### src/rtl/tl_pkg.sv
// tl_pkg -- shared definitions for the multi-approach traffic light controller.
//   Light codes driven on each approach's 2-bit light field, the FSM state
//   encoding, and a small max() helper used to size the phase counter.
//   Optional feature macro: TL_PED_EN (adds the WALK state).
package tl_pkg;

    localparam logic [1:0] LIGHT_GREEN  = 2'b00;
    localparam logic [1:0] LIGHT_YELLOW = 2'b01;
    localparam logic [1:0] LIGHT_RED    = 2'b10;

    typedef enum logic [1:0] {
        ST_GREEN   = 2'd0,
        ST_YELLOW  = 2'd1,
`ifdef TL_PED_EN
        ST_ALL_RED = 2'd2,
        ST_WALK    = 2'd3
`else
        ST_ALL_RED = 2'd2
`endif
    } tl_state_e;

    function automatic int tl_max(input int a, input int b);
        return (a > b) ? a : b;
    endfunction

endpackage

### src/rtl/tl_rr_arb.sv
// tl_rr_arb -- round-robin search for the next requesting approach.
//   req : request vector, one bit per approach
//   cur : index of the approach that currently owns the green
//   nxt : first requesting index after cur (wrapping), excluding cur;
//         cur+1 (mod N) when no other approach requests
//   any : high when at least one approach other than cur requests
module tl_rr_arb #(
    parameter int N  = 4,
    localparam int IW = (N > 1) ? $clog2(N) : 1
) (
    input  logic [N-1:0]  req,
    input  logic [IW-1:0] cur,
    output logic [IW-1:0] nxt,
    output logic          any
);

    logic [IW-1:0] idx;

    always_comb begin
        nxt = IW'((int'(cur) + 1) % N);
        any = 1'b0;
        idx = '0;
        // Offsets start at 1 so the current owner is never selected.
        for (int k = 1; k < N; k++) begin
            idx = IW'((int'(cur) + k) % N);
            if (!any && req[idx]) begin
                nxt = idx;
                any = 1'b1;
            end
        end
    end

endmodule

### src/rtl/tl_multi_cntr.sv
// tl_multi_cntr -- N_DIR-approach traffic light controller with demand-driven
// green extension and round-robin handover.
//   clk        : system clock, rising edge
//   reset      : synchronous active-high reset
//   sensor     : vehicle waiting, one bit per approach
//   light      : 2-bit code per approach (GREEN=00, YELLOW=01, RED=10)
//   active_dir : approach owning the current green/yellow phase
//   ped_req    : pedestrian request pulse          (TL_PED_EN only)
//   walk       : walk indication, all approaches RED (TL_PED_EN only)
// Optional feature macro: TL_PED_EN.
//
// state   | meaning
// --------+------------------------------------------------------------
// GREEN   | active_dir green; held until competing demand and timers allow
// YELLOW  | active_dir yellow for T_YELLOW cycles, next_dir already latched
// ALL_RED | clearance for T_ALL_RED cycles, then ownership moves to next_dir
// WALK    | pedestrian phase, all RED for T_WALK cycles (TL_PED_EN only)
module tl_multi_cntr
    import tl_pkg::*;
#(
    parameter int N_DIR       = 4,
    parameter int T_MIN_GREEN = 4,
    parameter int T_MAX_GREEN = 10,
    parameter int T_YELLOW    = 2,
    parameter int T_ALL_RED   = 1,
    parameter int T_WALK      = 3
) (
    input  logic                       clk,
    input  logic                       reset,
    input  logic [N_DIR-1:0]           sensor,
`ifdef TL_PED_EN
    input  logic                       ped_req,
    output logic                       walk,
`endif
    output logic [2*N_DIR-1:0]         light,
    output logic [$clog2(N_DIR)-1:0]   active_dir
);

    localparam int IDX_W   = $clog2(N_DIR);
    localparam int CNT_MAX = tl_max(tl_max(T_MIN_GREEN, T_MAX_GREEN),
                                    tl_max(tl_max(T_YELLOW, T_ALL_RED), T_WALK));
    localparam int CNT_W   = $clog2(CNT_MAX + 1);

    localparam logic [CNT_W-1:0] MIN_LAST = CNT_W'(T_MIN_GREEN - 1);
    localparam logic [CNT_W-1:0] MAX_LAST = CNT_W'(T_MAX_GREEN - 1);
    localparam logic [CNT_W-1:0] YEL_LAST = CNT_W'(T_YELLOW - 1);
    localparam logic [CNT_W-1:0] AR_LAST  = CNT_W'(T_ALL_RED - 1);
    localparam logic [CNT_W-1:0] WLK_LAST = CNT_W'(T_WALK - 1);

    tl_state_e          state_q,      state_d;
    logic [IDX_W-1:0]   active_dir_q, active_dir_d;
    logic [IDX_W-1:0]   next_dir_q,   next_dir_d;
    logic [CNT_W-1:0]   cnt_q,        cnt_d;
`ifdef TL_PED_EN
    logic               ped_pend_q,   ped_pend_d;
`endif

    logic [IDX_W-1:0]   arb_next;
    logic               arb_any;
    logic               other_demand;
    logic               green_exit;

    tl_rr_arb #(.N(N_DIR)) u_rr_arb (
        .req (sensor),
        .cur (active_dir_q),
        .nxt (arb_next),
        .any (arb_any)
    );

`ifdef TL_PED_EN
    assign other_demand = arb_any | ped_pend_q;
`else
    assign other_demand = arb_any;
`endif

    // Own demand only delays the handover until the max-green limit.
    assign green_exit = (cnt_q >= MIN_LAST) && other_demand &&
                        (!sensor[active_dir_q] || (cnt_q >= MAX_LAST));

    always_comb begin
        state_d      = state_q;
        active_dir_d = active_dir_q;
        next_dir_d   = next_dir_q;
        case (state_q)
            ST_GREEN: begin
                if (green_exit) begin
                    state_d    = ST_YELLOW;
                    next_dir_d = arb_next;
                end
            end
            ST_YELLOW: begin
                if (cnt_q == YEL_LAST) state_d = ST_ALL_RED;
            end
            ST_ALL_RED: begin
                if (cnt_q == AR_LAST) begin
                    active_dir_d = next_dir_q;
`ifdef TL_PED_EN
                    state_d      = ped_pend_q ? ST_WALK : ST_GREEN;
`else
                    state_d      = ST_GREEN;
`endif
                end
            end
`ifdef TL_PED_EN
            ST_WALK: begin
                if (cnt_q == WLK_LAST) state_d = ST_GREEN;
            end
`endif
            default: state_d = ST_GREEN;
        endcase

        // Every state entry restarts the counter; it saturates while green holds.
        if (state_d != state_q)  cnt_d = '0;
        else if (cnt_q != '1)    cnt_d = cnt_q + 1'b1;
        else                     cnt_d = cnt_q;
    end

`ifdef TL_PED_EN
    // A request arriving on the WALK entry cycle survives for the next round.
    always_comb begin
        ped_pend_d = ped_pend_q;
        if (state_d == ST_WALK && state_q != ST_WALK) ped_pend_d = 1'b0;
        if (ped_req)                                  ped_pend_d = 1'b1;
    end
`endif

    always_ff @(posedge clk) begin
        if (reset) begin
            state_q      <= ST_GREEN;
            active_dir_q <= '0;
            next_dir_q   <= '0;
            cnt_q        <= '0;
`ifdef TL_PED_EN
            ped_pend_q   <= 1'b0;
`endif
        end else begin
            state_q      <= state_d;
            active_dir_q <= active_dir_d;
            next_dir_q   <= next_dir_d;
            cnt_q        <= cnt_d;
`ifdef TL_PED_EN
            ped_pend_q   <= ped_pend_d;
`endif
        end
    end

    always_comb begin
        light = {N_DIR{LIGHT_RED}};
        case (state_q)
            ST_GREEN:  light[2*int'(active_dir_q) +: 2] = LIGHT_GREEN;
            ST_YELLOW: light[2*int'(active_dir_q) +: 2] = LIGHT_YELLOW;
            default:   ;
        endcase
    end

    assign active_dir = active_dir_q;
`ifdef TL_PED_EN
    assign walk = (state_q == ST_WALK);
`endif

endmodule
### config.mk
export PLATFORM = sky130hd
export DESIGN_NAME = tl_multi_cntr
export DESIGN_NICKNAME = d
export VERILOG_FILES = /design/src/rtl/tl_pkg.sv /design/src/rtl/tl_rr_arb.sv /design/src/rtl/tl_multi_cntr.sv
export SDC_FILE = /design/constraint.sdc
export NUM_CORES = 1
export LEC_CHECK = 0
export CAP_MARGIN = 40
export CORE_MARGIN = 3
export CORE_UTILIZATION = 30
export DETAILED_ROUTE_END_ITERATION = 6
export PLACE_DENSITY = 0.54
export SLEW_MARGIN = 25
export SYNTH_ARGS = -nofsm -noshare
export SYNTH_HDL_FRONTEND = slang
export SYNTH_SLANG_ARGS = --single-unit
export TNS_END_PERCENT = 100
### constraint.sdc
create_clock -name clk -period 2.5 [get_ports clk]
set_input_delay 0.625 -clock clk [delete_from_list [all_inputs] [get_ports clk]]
set_output_delay 0.625 -clock clk [all_outputs]
set_load 0.05 [all_outputs]
==> results.py <==
metrics = {
    "pwr": {
        "ir_worst_vdd_uv": 230.4,
        "leakage_nw": 0.4278,
        "p_per_area_nw_per_um2": 380.4,
    },
    "status": {
        "status": "complete, no violations",
    },
    "floorplanning": {
        "rows": 18,
        "die_h_um": 58.35,
        "coreArea_um2": 2545,
        "pin_count": 16,
        "die_area_um2": 3404,
        "start_util_pct": 32.30,
        "die_w_um": 58.35,
    },
    "clocking": {
        "cts-root-buf": "clkbuf_4",
        "clkSinkCount": 10,
        "ctsHtreeMaxLevel": 1,
        "cts_setup_buffers": 0,
        "numCtsBuffers": 3,
        "cts_tree": "yes",
        "clock_path_buffers": 2,
        "clk_pin_slew_worst_paths_ns": 0.06,
        "insertion_delay_ns": 0.28,
    },
    "worst_setup_path": {
        "path_class": "in -> reg",
        "crit_arrival_ns": 2.56,
        "endpoint": "cnt_q[3]$_SDFFE_PP0P_",
        "end_kind": "register",
        "r2r_slack_ns": 0.28,
        "cp-start-kind": "primary input",
        "cp_max_fo": 6,
        "worstPathRequired_ns": 2.67,
        "r2r_start": "active_dir[0]$_SDFFE_PP0P_",
        "worstSetupStartpoint": "sensor[0]",
        "reg2regPathDepth": 6,
        "reg2reg_to": "cnt_q[3]$_SDFFE_PP0P_",
    },
    "placement": {
        "place_congestion": 0.6833,
        "hpwl_mm": 1.447,
        "port_buffers": 15,
    },
    "logic_synthesis": {
        "syn_inst": 86,
        "synth_seq_cells": 10,
        "yosysWarnings": 0,
        "netlist.area_leader.share_pct": 24.35,
        "postSynthNetCount": 100,
        "postSynthAreaPerCell_um2": 9.559,
        "synth_top_area_cell": "dfxtp_1",
        "seq_area_frac_synth_pct": 24.35,
        "synth.cell_area_um2": 822.0,
        "synthTopCellsByArea": "dfxtp_1, ha_1, mux4_2",
        "synth_cell_type_count": 33,
    },
    "grt": {
        "antenna_found_initial": 0,
        "grt_usage_pct": 11.92,
        "first_global_vias": 677,
        "gr-total-overflow": 0,
        "grt_pass1_wl_mm": 3.049,
        "grt_max_degree": 10,
    },
    "sta": {
        "hold_violations": 0,
        "finalSetupTns_ns": 0,
        "fin_skew_ns": 0.01420,
        "worst_pin_slew_ns": 0.7128,
        "fin_crit_ns": 2.394,
        "rsz0062_at_grt": "false",
        "max_freq_mhz": 417.7,
        "slew_viol_final": 0,
        "relSlewSlack_pct": 51.98,
        "setup_viol": 0,
        "timing.final.crit_share_pct": 95.77,
    },
    "drt": {
        "drt_iter0_markers": 24,
        "antenna_left": 0,
        "via_per_inst": 5.021,
        "firstDrtPassIters": 4,
        "routed_wl_mm": 1.813,
        "route.vias.total": 713,
        "drc": 0,
        "routedWlPerCell_um": 12.77,
    },
    "layout": {
        "drive_gt1_share_pct": 25.00,
        "layout_common_cells": "buf_4, inv_1, ha_1, dfxtp_1, clkdlybuf4s50_1",
        "antenna_cells": 0,
        "layout_commonest_cell": "buf_4",
        "syn2layout_area_growth_pct": 30.29,
        "layout.nets": 127,
        "final_util_pct": 42.08,
    },
    "run": {
        "maxCapViolCount": 0,
    },
    "min_path": {
        "hold_path.class": "reg -> reg",
    },
}
==> layer usage <==
metal / global-route usage [%] / wire [um] / up-vias
li1: - / - / 369
met1: 14.60 / 876 / 322
met2: 19.62 / 833 / 18
met3: 2.632 / 63 / 4
met4: 5.960 / 39 / 0
met5: 0 / 0 / -
==> worst min-delay path by stage <==
stage | from | end | cells past startpoint
finish | next_dir_q[1]$_SDFFE_PP0P_ | next_dir_q[1]$_SDFFE_PP0P_ | 2
global route | next_dir_q[1]$_SDFFE_PP0P_ | next_dir_q[1]$_SDFFE_PP0P_ | 2
CTS | next_dir_q[1]$_SDFFE_PP0P_ | next_dir_q[1]$_SDFFE_PP0P_ | 2
detailed placement | next_dir_q[1]$_SDFFE_PP0P_ | next_dir_q[1]$_SDFFE_PP0P_ | 2
global placement | next_dir_q[0]$_SDFFE_PP0P_ | active_dir[0]$_SDFFE_PP0P_ | 2
floorplan | next_dir_q[1]$_SDFFE_PP0P_ | next_dir_q[1]$_SDFFE_PP0P_ | 2
==> worst max-delay path, cell delays in order <==
cell	delay [ns]
clkdlybuf4s50_1	0.48
mux4_2	0.49
or3_4	0.40
and3_1	0.28
a2111oi_4	0.28
==> synthesized netlist by cell type <==
library cell	instances
a2111oi_4	1
a21boi_0	1
a21oi_1	3
a31o_1	1
a31oi_1	1
a32oi_1	1
and2_1	3
and3_1	3
buf_6	2
dfxtp_1	10
ha_1	8
inv_1	9
mux2i_1	6
mux4_1	1
mux4_2	3
nand2_1	5
nand3_1	2
nand4_1	1
nand4b_1	1
nor2_1	5
nor2b_1	1
nor3_1	5
nor3b_1	2
nor4_2	1
o2111ai_1	1
o21a_1	1
o21ai_0	1
o21ai_1	1
o21ba_2	1
o22ai_1	2
o32a_1	1
or3_4	1
xnor2_1	1
==> stage by stage <==
stage	instances	instance area (um2)	total power, mW	setup WS (ns)	hold slack, ns
global placement	138	1042	0.2882	-0.1207	0.4757
global route	142	1071	0.4314	0.02307	0.5061
CTS	142	1069	0.4110	0.05989	0.4957
detailed placement	138	1042	0.2888	-0.1841	0.4866
finish	142	1071	0.4074	0.1057	0.4920
floorplan	86	827.0	0.2521	0.07821	0.4456
==> flip-flops by register name, indices dropped and copies added, names as in the netlist <==
name and count:
next_dir_q 2, state_q 2, active_dir 2, cnt_q 4
==> where the power goes <==
part	internal [mW]	switching [mW]
logic	0.0497	0.0555
clock network	0.0617	0.0599
registers	0.168	0.0123
==> logic make-up (layout without fill, tap and decap cells) <==
logic type,count (synthesis),in the layout,share of synthesized area (%)
multiplexers,10,10,18.72
adder cells (fa/ha/maj),8,8,12.18
AO/OA/AOI/OAI,16,16,16.13
flip-flops,10,10,24.35
AND/OR/NAND/NOR,30,30,20.70
buffers and inverters,11,37,6.849
XOR/XNOR,1,1,1.066
==> area by class of cell <==
cell class / instances / area [um2]
fill: 262 / 1474
timing repair buffer: 24 / 202.7
inverter: 9 / 33.78
multi-input combinational: 65 / 565.5
clock buffer: 4 / 26.28
tap: 30 / 37.54
sequential: 10 / 205.2
==> what timing repair did <==
item                       CTS  global route
setup endpoints to repair    0             1
resized for setup            0             1
hold buffers                 0             0
No activity file was read; power rests on OpenSTA's default activity.
